**config.mk**
```make
export PLATFORM = sky130hd
export DESIGN_NAME = cfg_pkt_arbiter
export DESIGN_NICKNAME = d
export VERILOG_FILES = /design/src/rtl/cfg_pkt_arbiter.sv
export SDC_FILE = /design/constraint.sdc
export NUM_CORES = 2
export LEC_CHECK = 0
export BUFFER_PORTS_ARGS = -buffer_cell sky130_fd_sc_hd__buf_2
export CAP_MARGIN = 20
export CORE_AREA = 3 3 749 751
export DETAILED_ROUTE_END_ITERATION = 8
export DIE_AREA = 0 0 752 754
export GPL_TIMING_DRIVEN = 0
export PLACE_DENSITY = 0.32
export SYNTH_ARGS = -nofsm -noshare
export SYNTH_HDL_FRONTEND = slang
export SYNTH_SLANG_ARGS = --single-unit
export TNS_END_PERCENT = 10
```
**constraint.sdc**
```tcl
create_clock -name axis_aclk -period 42.9 [get_ports axis_aclk]
set_input_delay 4.29 -clock axis_aclk [delete_from_list [all_inputs] [get_ports axis_aclk]]
set_output_delay 4.29 -clock axis_aclk [all_outputs]
set_load 0.1 [all_outputs]
```
**src/rtl/cfg_pkt_arbiter.sv**
```systemverilog
// Packet-atomic 2:1 AXI-Stream arbiter: config packets win over data (bounded by a burst guard),
// merged beats leave through a 2-entry registered skid buffer toward the pipeline ingress.
module cfg_pkt_arbiter #(
    parameter int DATA_W        = 512,
    parameter int KEEP_W        = 64,
    parameter int USER_W        = 32,
    parameter int CFG_BURST_MAX = 4,
    parameter int CNT_W         = 32
) (
    input  logic              axis_aclk,
    input  logic              axis_rst,

    input  logic [DATA_W-1:0] s_data_tdata,
    input  logic [KEEP_W-1:0] s_data_tkeep,
    input  logic [USER_W-1:0] s_data_tuser,
    input  logic              s_data_tvalid,
    input  logic              s_data_tlast,
    output logic              s_data_tready,

    input  logic [DATA_W-1:0] s_cfg_tdata,
    input  logic [KEEP_W-1:0] s_cfg_tkeep,
    input  logic [USER_W-1:0] s_cfg_tuser,
    input  logic              s_cfg_tvalid,
    input  logic              s_cfg_tlast,
    output logic              s_cfg_tready,

    output logic [DATA_W-1:0] m_axis_tdata,
    output logic [KEEP_W-1:0] m_axis_tkeep,
    output logic [USER_W-1:0] m_axis_tuser,
    output logic              m_axis_tvalid,
    output logic              m_axis_tlast,
    input  logic              m_axis_tready,

    input  logic              data_en,
    output logic [1:0]        grant,
    output logic [CNT_W-1:0]  cnt_data_pkts,
    output logic [CNT_W-1:0]  cnt_cfg_pkts
);

    localparam int BEAT_W  = DATA_W + KEEP_W + USER_W + 1;
    localparam int BURST_W = $clog2(CFG_BURST_MAX + 1);
    localparam logic [BURST_W-1:0] BURST_MAX = BURST_W'(CFG_BURST_MAX);

    typedef enum logic [1:0] {
        ST_IDLE = 2'd0,
        ST_DATA = 2'd1,
        ST_CFG  = 2'd2
    } state_t;

    state_t              state_q, state_d;
    logic [1:0]          grant_q, grant_d;
    logic [BURST_W-1:0]  burst_q, burst_d;
    logic [CNT_W-1:0]    cnt_data_q, cnt_data_d;
    logic [CNT_W-1:0]    cnt_cfg_q, cnt_cfg_d;
    logic [1:0]          fill_q, fill_d;
    logic [BEAT_W-1:0]   head_q, head_d;
    logic [BEAT_W-1:0]   skid_q, skid_d;

    logic                live;
    logic                buf_full;
    logic                data_take;
    logic                cfg_take;
    logic                in_push;
    logic                out_pop;
    logic                data_pend;
    logic                cfg_win;
    logic [BEAT_W-1:0]   in_beat;

    // Every output is forced low while reset is asserted, including the cycle before the reset edge.
    assign live     = !axis_rst;
    assign buf_full = (fill_q == 2'd2);

    assign s_data_tready = live && (state_q == ST_DATA) && !buf_full;
    assign s_cfg_tready  = live && (state_q == ST_CFG) && !buf_full;

    assign data_take = s_data_tvalid && s_data_tready;
    assign cfg_take  = s_cfg_tvalid && s_cfg_tready;
    assign in_push   = data_take || cfg_take;
    assign in_beat   = cfg_take ? {s_cfg_tlast, s_cfg_tuser, s_cfg_tkeep, s_cfg_tdata}
                                : {s_data_tlast, s_data_tuser, s_data_tkeep, s_data_tdata};

    assign m_axis_tvalid = live && (fill_q != 2'd0);
    assign {m_axis_tlast, m_axis_tuser, m_axis_tkeep, m_axis_tdata} =
        m_axis_tvalid ? head_q : '0;
    assign out_pop = m_axis_tvalid && m_axis_tready;

    assign grant         = live ? grant_q : 2'b00;
    assign cnt_data_pkts = live ? cnt_data_q : '0;
    assign cnt_cfg_pkts  = live ? cnt_cfg_q : '0;

    always_comb begin
        data_pend  = s_data_tvalid && data_en;
        cfg_win    = s_cfg_tvalid && ((burst_q < BURST_MAX) || !data_pend);
        state_d    = state_q;
        burst_d    = burst_q;
        cnt_data_d = cnt_data_q;
        cnt_cfg_d  = cnt_cfg_q;

        case (state_q)
            ST_IDLE: begin
                if (cfg_win) begin
                    state_d = ST_CFG;
                end else if (data_pend) begin
                    state_d = ST_DATA;
                end
            end
            ST_DATA: begin
                if (data_take && s_data_tlast) begin
                    state_d    = ST_IDLE;
                    burst_d    = '0;
                    cnt_data_d = cnt_data_q + 1'b1;
                end
            end
            ST_CFG: begin
                if (cfg_take && s_cfg_tlast) begin
                    state_d   = ST_IDLE;
                    cnt_cfg_d = cnt_cfg_q + 1'b1;
                    // The guard only accumulates while data is actually waiting for a grant.
                    if (!data_pend) begin
                        burst_d = '0;
                    end else if (burst_q < BURST_MAX) begin
                        burst_d = burst_q + 1'b1;
                    end
                end
            end
            default: state_d = ST_IDLE;
        endcase

        case (state_d)
            ST_DATA: grant_d = 2'b01;
            ST_CFG:  grant_d = 2'b10;
            default: grant_d = 2'b00;
        endcase
    end

    always_comb begin
        head_d = head_q;
        skid_d = skid_q;
        fill_d = fill_q;
        case (fill_q)
            2'd0: begin
                if (in_push) begin
                    head_d = in_beat;
                    fill_d = 2'd1;
                end
            end
            2'd1: begin
                if (in_push && out_pop) begin
                    head_d = in_beat;
                end else if (in_push) begin
                    skid_d = in_beat;
                    fill_d = 2'd2;
                end else if (out_pop) begin
                    fill_d = 2'd0;
                end
            end
            default: begin
                // Full: input is already held off, so only the drain side can move.
                if (out_pop) begin
                    head_d = skid_q;
                    fill_d = 2'd1;
                end
            end
        endcase
    end

    always_ff @(posedge axis_aclk) begin
        if (axis_rst) begin
            state_q    <= ST_IDLE;
            grant_q    <= 2'b00;
            burst_q    <= '0;
            cnt_data_q <= '0;
            cnt_cfg_q  <= '0;
            fill_q     <= 2'd0;
        end else begin
            state_q    <= state_d;
            grant_q    <= grant_d;
            burst_q    <= burst_d;
            cnt_data_q <= cnt_data_d;
            cnt_cfg_q  <= cnt_cfg_d;
            fill_q     <= fill_d;
        end
    end

    always_ff @(posedge axis_aclk) begin
        head_q <= head_d;
        skid_q <= skid_d;
    end

endmodule
```
==> results by stage <==
Placed design:
- Before CTS, the worst setup slack after placement is 30.88 ns.
- After legalization and detailed placement, the total HPWL measured 380,000 um.
- The routability congestion estimate is 1.01.
- The count of port buffers added during placement is 1,900.
- The total cell area at the placement stage is 79,600 um^2.

Clock network:
- The maximum clock path buffer count is 4.
- The number of setup buffers added after CTS is 0.
- The H-tree was split into 4 levels.
- CTS saw between 1,000 and 1,500 sinks.
- The clock tree from TritonCTS is built.
- Clock latency on the worst-skew pair, taken at its later pin, is ~0.86 ns.
- Hold repair after CTS inserted 0 buffers.
- The tree is rooted in a sky130_fd_sc_hd__clkbuf_16.
- Clock tree synthesis inserted a total of 180 buffers.
- Clock-pin slew was measured on the worst setup and hold paths at 0.05 ns.
- The total of cells resized after clock tree synthesis is 0.

Yosys:
- The share of the Yosys chip area taken by registers is a little under two thirds.
- After synthesis the netlist holds a flip-flop and latch count of between 1,000 and 1,500.
- The number of nets in the synthesized netlist is 4,986.
- The number of enable flip-flop cells after synthesis is 1,218.
- The area of the mapped netlist is 59,500 um^2.
- Averaged over all synthesized cells, the footprint is between 15 and 20 um^2.
- The count of distinct cell types in the synthesized netlist is 50.
- The cell count after synthesis is 3,755.
- Yosys printed 0 warnings.
- Among all flip-flop cells after synthesis, the most frequent one is sky130_fd_sc_hd__edfxtp_1.
- The fraction of registers with async set/reset is 0%.

Timing:
- After layout, the minimum clock period comes to between 10 and 15 ns.
- The final critical path takes up 27.5% of the cycle.
- For this run, the top clock speed supported by timing is ~85 MHz.
- The hold violation count in the final report was 0.
- The final setup TNS is 0 ns.
- Setup repair after global routing left no endpoint under its margin.
- Across the routed clock network, the largest skew measured is 0.0344 ns.
- At the pin with the least slew margin, the transition time is 1.01 ns.
- The worst hold margin is between 0.4 and 0.5 ns.
- The number of failing setup endpoints in the final timing report is 0.
- After layout, the worst setup slack is 31.12 ns.
- The headroom to the max-slew limit is 32.4%.
- The final number of max-transition violations is 0.

GRT:
- For this run the aggregate overflow at the end of global routing stands at 0.
- Entering global routing, the biggest net connects 49 pins.
- The initial antenna violation count came to 586.
- The global-route usage over all layers is around 15%.
- The busiest layer in global routing is met2.
- The global routing usage on met3 is 11.0%.
- The met1 routing resource usage after global routing is 15.9%.
- For met2 alone, demand over resource in global routing was a little under a quarter.
- The global-route wire length before repair is 540,000 um.
- The via count of the first global-routing pass is roughly 45,000.

Worst setup path:
- The worst setup path is captured at a primary output.
- In this run the worst path has a maximum fanout of 10.
- The path type of the worst setup path is input pin to primary output.
- The required time reported for the critical path endpoint is 38.61 ns.
- STA classifies the critical path startpoint as an input pin.
- Data on the critical path arrives at its endpoint at 7.49 ns.

Floorplanning:
- The y dimension of the die is 754 um.
- In this run the standard cell core region covers 556,000 um^2.
- In this run the count of I/O pins placed on the die edge is between 1,500 and 2,000.
- The initial core utilization is 10.7%.
- The die footprint is roughly 570,000 um^2.
- Row generation in the floorplan step produced 274 rows.
- The x dimension of the die is 752 um.

Min path:
- The class of the tightest hold or removal check is register to register.

Cells and area:
- The finished cells cover 86,000 um^2.
- The layout-stage area growth over the synthesis result is 44.5%.
- Of the cells placed in the final design, the portion with a size suffix greater than 1 is 58.7%.
- Counting the fill cells in the layout gives just over 60,000.
- The net count reported at finish is 7,128.

Route:
- The total via count in the routed design is 44,700.
- In the final routed layout, each cell accounts on average for 31.8 um.
- The first TritonRoute pass finished after 7 iterations.
- The first routing iteration left 3,047 violations.
- Summed over all layers, the routed wires come to 440,000 um.
- Using the TritonRoute via totals, the vias-per-cell ratio works out to 3.24.
- After detailed routing, the number of remaining DRC violations is 0.
- In this run the remaining antenna-violating nets after routing total 0.

Power:
- The worst IR drop on VDD is 26.1 uV.
- The power density normalized to cell area is 36.9 nW/um^2.
- The design draws about 3.2 mW.
- The leakage power is 32.1 nW.

Run:
- The tool flagged a number of max-cap violations equal to 0.

Run status:
- The flow ran to the end, and the final reports show no timing, DRC or antenna violations.
==> state kept, by name (all words and copies together), names as in the netlist <==
signal      cells
head_q        609
skid_q        609
cnt_cfg_q      32
cnt_data_q     32
burst_q         3
fill_q          2
grant_q         2
state_q         2
==> path summary, 6_finish.rpt <==
| kind | startpoint | endpoint | slack, ns | cells past startpoint |
|---|---|---|---|---|
| max | axis_rst | m_axis_tdata[388] | 31.12 | 7 |
| max reg2reg | state_q[1] | head_q[516] | 38.50 | 14 |
| min | burst_q[1] | burst_q[1] | 0.50 | 2 |
| min reg2reg | burst_q[1] | burst_q[1] | 0.50 | 2 |
==> cells by family after synthesis <==
family	count (synthesis)	share of synthesized area [%]
flip-flops	1291	63.9
multiplexers	1248	24.2
AND/OR/NAND/NOR	874	8.94
buffers and inverters	253	1.89
AO/OA/AOI/OAI	78	0.789
adder cells (fa/ha/maj)	7	0.147
XOR/XNOR	4	0.0589
==> stage by stage <==
step / utilization (%) / std cells
after global placement: 14.1 / 13100
after CTS: 15.3 / 13500
after global routing: 15.3 / 13500
after floorplan: - / 3755
final: 15.5 / 13800
after detailed placement: 14.3 / 13200
==> metal layers <==
layer	vias up	wire length (um)
met5	-	1950
met4	302	14900
met3	1063	68000
met2	2680	191000
met1	21900	164000
li1	18800	-
==> cell type report <==
type                            count  area [um^2]  area share, %
Buffer                            230         1050           1.22
Inverter                           23         86.3          0.100
Clock inverter                     86          699          0.813
Antenna cell                      346          866           1.01
Sequential cell                  1291        38000           44.2
Multi-Input combinational cell   2211        20400           23.7
Tap cell                         7452         9320           10.8
Clock buffer                      230         4810           5.59
Timing Repair Buffer             1960        10800           12.5
==> cell usage in the layout (no fill, tap or decap), types with 53 or more instances in the layout <==
cell                        count
sky130_fd_sc_hd__mux2_2      1148
sky130_fd_sc_hd__edfxtp_1    1218
sky130_fd_sc_hd__clkbuf_16    183
sky130_fd_sc_hd__diode_2      346
sky130_fd_sc_hd__dfxtp_1       73
sky130_fd_sc_hd__buf_2       1955
sky130_fd_sc_hd__mux2_4       100
sky130_fd_sc_hd__and2_1       613
sky130_fd_sc_hd__clkbuf_1     188
sky130_fd_sc_hd__nor2b_1       53
==> where the power goes <==
group          switching [mW]  total [mW]  internal (mW)
registers             0.00599        1.42           1.41
clock network           0.628        1.46          0.828
logic                   0.172       0.300          0.128
total                   0.806        3.18           2.37
==> synthesized netlist by cell type (all sizes together), types with 2 or more instances <==
cell type	n	area (um^2)
a21oi	32	160
a31oi	3	18.8
and2	613	3830
and3	4	25.0
and4	9	78.8
buf	76	463
clkbuf	154	578
dfxtp	73	1460
edfxtp	1218	36600
ha	7	87.6
inv	23	86.3
mux2	1248	14400
nand2	21	78.8
nand2b	2	12.5
nand3	22	115
nand4	21	138
nor2	53	199
nor2b	54	340
nor3	14	70.1
nor3b	2	15.0
nor4	22	150
o21ai	18	90.1
o31ai	15	113
or3	17	106
or4	16	120
xnor2	3	26.3
==> critical path, cell delays in order <==
cell and delay, ns:
sky130_fd_sc_hd__buf_2 0.22, sky130_fd_sc_hd__nor2_4 0.51, sky130_fd_sc_hd__buf_12 0.23, sky130_fd_sc_hd__clkbuf_1 0.77, sky130_fd_sc_hd__clkbuf_1 0.68, sky130_fd_sc_hd__and2_1 0.23, sky130_fd_sc_hd__buf_2 0.48
(Power assumes the default switching activity.)
